`src/rtl/num_stream_tx_pkg.sv`:
```
// Shared definitions for the number-stream transmitter.
//   - state_t      : FSM encoding (S_IDLE=0, S_SEND=1, S_DONE=2)
//   - DEF_WIDTH    : default data word width, shared with largest_no_fsm benches
//   - DEF_DEPTH    : default buffer capacity in words
//   - DEF_ADDR_W   : log2(DEF_DEPTH)
package num_stream_tx_pkg;

  localparam int DEF_WIDTH  = 2;
  localparam int DEF_DEPTH  = 8;
  localparam int DEF_ADDR_W = 3;

  typedef enum logic [1:0] {
    S_IDLE = 2'd0,
    S_SEND = 2'd1,
    S_DONE = 2'd2
  } state_t;

endpackage

```
`src/rtl/num_stream_buf.sv`:
```
// DEPTH x WIDTH register array holding the words queued for transmission.
// Ports:
//   clk   : rising-edge clock for the write port
//   we    : write enable
//   waddr : write address
//   wdata : write data
//   raddr : read address (asynchronous read)
//   rdata : word stored at raddr
// Contents are not reset; the owner tracks which entries are valid.
module num_stream_buf #(
  parameter int WIDTH  = 2,
  parameter int DEPTH  = 8,
  parameter int ADDR_W = 3
) (
  input  logic              clk,
  input  logic              we,
  input  logic [ADDR_W-1:0] waddr,
  input  logic [WIDTH-1:0]  wdata,
  input  logic [ADDR_W-1:0] raddr,
  output logic [WIDTH-1:0]  rdata
);

  logic [WIDTH-1:0] mem [DEPTH];

  always_ff @(posedge clk) begin
    if (we) begin
      mem[waddr] <= wdata;
    end
  end

  assign rdata = mem[raddr];

endmodule

```
`src/rtl/num_stream_tx.sv`:
```
// Buffered transmitter feeding the running-largest tracker. The host loads
// up to DEPTH words while idle, pulses start, and the words are replayed in
// load order, one per accepted valid/ready handshake. A running maximum of
// the accepted words is kept for cross-checking the tracker.
//
// Handshake: a word transfers on every rising edge where data_valid and
// data_ready are both high. data_valid depends only on registered state, so
// there is no combinational path from data_ready to data_valid, and
// data_out holds steady while data_ready is low.
//
// Ports:
//   clk, rst   : clock, asynchronous active-high reset
//   wr_en      : load strobe (IDLE only, dropped when full)
//   wr_data    : word to load
//   full       : count == DEPTH
//   start      : begin transmission (IDLE only, needs count > 0)
//   busy       : state is SEND or DONE
//   data_out   : current word in SEND, else 0
//   data_valid : high throughout SEND
//   data_ready : sink acceptance
//   done       : one-cycle pulse after the last word is accepted
//   count      : words loaded
//   max_sent   : maximum of words accepted in the current transmission
module num_stream_tx
  import num_stream_tx_pkg::*;
#(
  parameter int WIDTH  = DEF_WIDTH,
  parameter int DEPTH  = DEF_DEPTH,
  parameter int ADDR_W = DEF_ADDR_W
) (
  input  logic              clk,
  input  logic              rst,
  input  logic              wr_en,
  input  logic [WIDTH-1:0]  wr_data,
  output logic              full,
  input  logic              start,
  output logic              busy,
  output logic [WIDTH-1:0]  data_out,
  output logic              data_valid,
  input  logic              data_ready,
  output logic              done,
  output logic [ADDR_W:0]   count,
  output logic [WIDTH-1:0]  max_sent
);

  localparam int CNT_W = ADDR_W + 1;

  state_t              state;
  state_t              state_nxt;
  logic [ADDR_W-1:0]   wr_ptr;
  logic [ADDR_W-1:0]   rd_ptr;
  logic [WIDTH-1:0]    rd_word;
  logic                write_ok;
  logic                start_ok;
  logic                accept;
  logic                last_word;

  assign full = (count == CNT_W'(DEPTH));

  // Both strobes are qualified by IDLE; start looks at the count before any
  // same-cycle write lands, so a write alongside start joins the run only
  // when at least one word was already loaded.
  assign write_ok  = (state == S_IDLE) && wr_en && !full;
  assign start_ok  = (state == S_IDLE) && start && (count != '0);
  assign accept    = (state == S_SEND) && data_ready;
  assign last_word = ({1'b0, rd_ptr} == (count - CNT_W'(1)));

  num_stream_buf #(
    .WIDTH (WIDTH),
    .DEPTH (DEPTH),
    .ADDR_W(ADDR_W)
  ) u_buf (
    .clk  (clk),
    .we   (write_ok),
    .waddr(wr_ptr),
    .wdata(wr_data),
    .raddr(rd_ptr),
    .rdata(rd_word)
  );

  always_ff @(posedge clk or posedge rst) begin
    if (rst) begin
      state <= S_IDLE;
    end else begin
      state <= state_nxt;
    end
  end

  always_comb begin
    state_nxt  = state;
    busy       = 1'b0;
    data_valid = 1'b0;
    done       = 1'b0;
    data_out   = '0;
    unique case (state)
      S_IDLE: begin
        if (start_ok) begin
          state_nxt = S_SEND;
        end
      end
      S_SEND: begin
        busy       = 1'b1;
        data_valid = 1'b1;
        data_out   = rd_word;
        if (accept && last_word) begin
          state_nxt = S_DONE;
        end
      end
      S_DONE: begin
        busy      = 1'b1;
        done      = 1'b1;
        state_nxt = S_IDLE;
      end
      default: begin
        state_nxt = S_IDLE;
      end
    endcase
  end

  always_ff @(posedge clk or posedge rst) begin
    if (rst) begin
      wr_ptr   <= '0;
      rd_ptr   <= '0;
      count    <= '0;
      max_sent <= '0;
    end else begin
      if (write_ok) begin
        wr_ptr <= wr_ptr + ADDR_W'(1);
        count  <= count + CNT_W'(1);
      end
      if (start_ok) begin
        rd_ptr   <= '0;
        max_sent <= '0;
      end
      if (accept) begin
        rd_ptr <= rd_ptr + ADDR_W'(1);
        if (rd_word > max_sent) begin
          max_sent <= rd_word;
        end
      end
      // Leaving DONE empties the buffer; max_sent is kept for inspection.
      if (state == S_DONE) begin
        count  <= '0;
        wr_ptr <= '0;
        rd_ptr <= '0;
      end
    end
  end

endmodule

```
`config.mk`:
```
export PLATFORM = sky130hd
export DESIGN_NAME = num_stream_tx
export DESIGN_NICKNAME = d
export VERILOG_FILES = /design/src/rtl/num_stream_tx_pkg.sv /design/src/rtl/num_stream_buf.sv /design/src/rtl/num_stream_tx.sv
export SDC_FILE = /design/constraint.sdc
export NUM_CORES = 1
export LEC_CHECK = 0
export BUFFER_PORTS_ARGS = -buffer_cell sky130_fd_sc_hd__buf_2
export CELL_PAD_IN_SITES_DETAIL_PLACEMENT = 1
export CELL_PAD_IN_SITES_GLOBAL_PLACEMENT = 1
export CORE_ASPECT_RATIO = 0.9
export CORE_MARGIN = 2
export CORE_UTILIZATION = 30
export CTS_BUF_LIST = sky130_fd_sc_hd__clkbuf_16
export DETAILED_ROUTE_END_ITERATION = 8
export MAX_ROUTING_LAYER = met4
export PLACE_DENSITY = 0.53
export SYNTH_ARGS = -nofsm -noshare
export SYNTH_HDL_FRONTEND = slang
export SYNTH_SLANG_ARGS = --single-unit
```
`constraint.sdc`:
```
create_clock -name clk -period 5.6 [get_ports clk]
set_input_delay 1.12 -clock clk [delete_from_list [all_inputs] [get_ports clk]]
set_output_delay 1.12 -clock clk [all_outputs]
set_load 0.1 [all_outputs]
```
==> flow_summary_export.csv <==
group,metric,value,unit
status,status,"completed",
clock_network,clk_pin_slew_worst_paths,0.05,ns
finish,final_util,35.51,%
timing,fin_skew,0.004925,ns
clock_network,clock_sink_count,30,
logic_synthesis,ys_seq_area_share,48.68,%
floorplanning,row_count,26,
logic_synthesis,ys_warn_count,0,
grt,overflow,0,
drt,via_per_inst,4.944,
floorplanning,die_w,83.51,µm
logic_synthesis,synth_compound_area_share,4.619,%
timing,hold_viol,0,
setup_path,cp_data_arrival_time,2.01,ns
clock_network,cts_tree,"done",
timing,tightest_slew,0.6044,ns
logic_synthesis,synthTopCellsByArea,"edfxtp_1, dfrtp_1, ha_1",
logic_synthesis,syn_area_per_cell,11.85,µm²
setup_path,crit_path_top_delay_cell,"mux4_1",
grt,grt_pass1_vias,1226,
floorplanning,dieArea,6309,µm²
timing,worst_slew_margin_rel,59.67,%
floorplanning,core_area,5595,µm²
timing,period_needed,3.134,ns
timing,setup_viol_count_final,0,
grt,grt_pass1_wl,6154,µm
setup_path,critPathRequiredTime,4.48,ns
floorplanning,start_util,30.50,%
finish,final_common_cell,"buf_2",
clock_network,clk_latency,0.28,ns
drt,first_pass_iters,4,
grt,grtUsageTotal,13.56,%
logic_synthesis,synth_top_family_by_area,"simple AND/OR/NAND/NOR gates",
logic_synthesis,synthSimpleGateAreaFrac,19.43,%
clock_network,ctsResizeCount,0,
logic_synthesis,syn_inst,144,
finish,final_cell_mix,"buf_2, edfxtp_1, dfrtp_1",
setup_path,worstPathMaxFanout,8,
finish,layout-drive-gt1-share,17.68,%
finish,num-fill-cells,638,
timing,rsz0062_at_grt,"false",
clock_network,post_cts_buffers,0,
logic_synthesis,ys_ff_latch,30,
worst_hold_path,hold_class,"reg2reg",
drt,drc,0,
drt,dr_total_vias,1157,
finish,n_antenna_cell,0,
grt,grt_max_degree,15,
logic_synthesis,synth_nets,162,
clock_network,cts_hold_buf,0,
setup_path,crit_chain,"mux4_1 > mux2i_1 > nor2b_1 > buf_2",
logic_synthesis,synth_mux_area_share,9.238,%
clock_network,htree_levels,2,
timing,final.setup.tns,0,ns
logic_synthesis,synth_cell_types,37,
timing,slew_violations,0,
setup_path,slowest_delay,0.60,ns
logic_synthesis,netlist.area_leader.share,28.15,%
timing,max_freq,319.1,MHz
drt,first_iter_violations,73,
grt,antenna_found_initial,0,
drt,route.antenna.remaining_nets,0,
drt,wl_per_cell,16.01,µm
setup_path,startpoint_type,"register",
finish,syn_to_final_growth,16.42,%
placement,portBuffers,18,
flow_run,max_cap_violations,0,
clock_network,cts_buffers,5,
logic_synthesis,synth_top_area_cell,"edfxtp_1",
placement,gp_congestion,0.7498,
logic_synthesis,synthXorXnorAreaFrac,6.085,%
logic_synthesis,syn-cell-area,1707,µm²
placement,dp_hpwl,2828,µm
floorplanning,chipHeight,75.56,µm
drt,routed_wl,3746,µm
timing,post-route-period-util,55.96,%
clock_network,cts_root_buf,"clkbuf_16",
logic_synthesis,synthAdderAreaFrac,8.065,%
setup_path,critPathKind,"reg2out",
timing,holdWs,0.5570,ns
floorplanning,io_pins,19,
clock_network,clockBufferDepth,2,
finish,fin_nets,181,
setup_path,worst_setup_path_end_kind,"output pin",
-- path summary, 6_finish.rpt --
path	from	end	slack, ns	depth (start not counted)
worst max register to register	rd_ptr[0]	max_sent[0]	3.08	7
min in group asynchronous	rst	max_sent[1]	0.91	2
worst min register to register	max_sent[1]	max_sent[1]	0.56	2
worst max-delay path	rd_ptr[0]	data_out[1]	2.47	4
worst min-delay path	max_sent[1]	max_sent[1]	0.56	2
max in group asynchronous	rst	state[1]	4.30	2
-- worst max-delay path: cells and delay by family, from the launching register on --
kind | cells | cell delay, ns
multiplexers | 2 | 0.84
flip-flops | 1 | 0.52
buffers and inverters | 1 | 0.30
AND/OR/NAND/NOR | 1 | 0.08
-- routing by layer --
layer,up-vias,global-route usage (%),wire length (µm)
li1,558,-,-
met4,0,6.452,50
met5,-,-,0
met3,4,4.009,218
met1,564,16.04,1704
met2,31,21.77,1772
-- area by class of cell --
| class | instances | area [µm²] | share of cell area, % |
|---|---|---|---|
| well taps | 70 | 87.58 | 4.408 |
| clock inverters | 3 | 13.76 | 0.6927 |
| flip-flops and latches | 30 | 830.8 | 41.81 |
| clock buffers | 5 | 125.1 | 6.297 |
| repair buffers | 18 | 90.09 | 4.534 |
| multi-input cells | 100 | 809.5 | 40.74 |
| inverters | 8 | 30.03 | 1.511 |
-- per-stage QoR --
step	setup WS, ns	cells	cell area, µm²
3_3_place_gp	2.794	226	1848
4_1_cts	2.439	234	1987
6_report	2.466	234	1987
5_1_grt	2.320	234	1987
3_5_place_dp	2.738	226	1848
2_1_floorplan	1.468	144	1707
-- sequential cells by signal, summed over array words and instances (netlist names) --
signal,count
state,2
count,4
rd_ptr,3
u_buf.mem,16
max_sent,2
wr_ptr,3
-- cell usage after synthesis, drive strengths merged --
cell and number:
and3 1, edfxtp 16, clkbuf 1, xnor2 3
a21oi 4, or3b 1, nor2b 4, nor2 12
nor4 1, xor2 6, mux2i 4, nand4 2
o21ai 4, nand3b 1, a221oi 2, nor4b 4
a31oi 2, dfrtp 14, xor3 1, inv 8
mux4 4, or2 1, nand2 10, nand2b 2
a32oi 1, nor3 6, and3b 1, ha 11
nand3 7, buf 5, nor4bb 1, and2 4
-- cell families after synthesis --
kind of cell / after synthesis
simple gates: 58
flops: 30
buf+inv: 14
compound gates: 13
fa+ha+maj: 11
xor+xnor: 10
mux: 8
Power is not shown: default switching activity piles up to over one toggle a cycle in this logic, so the estimate is an artifact.
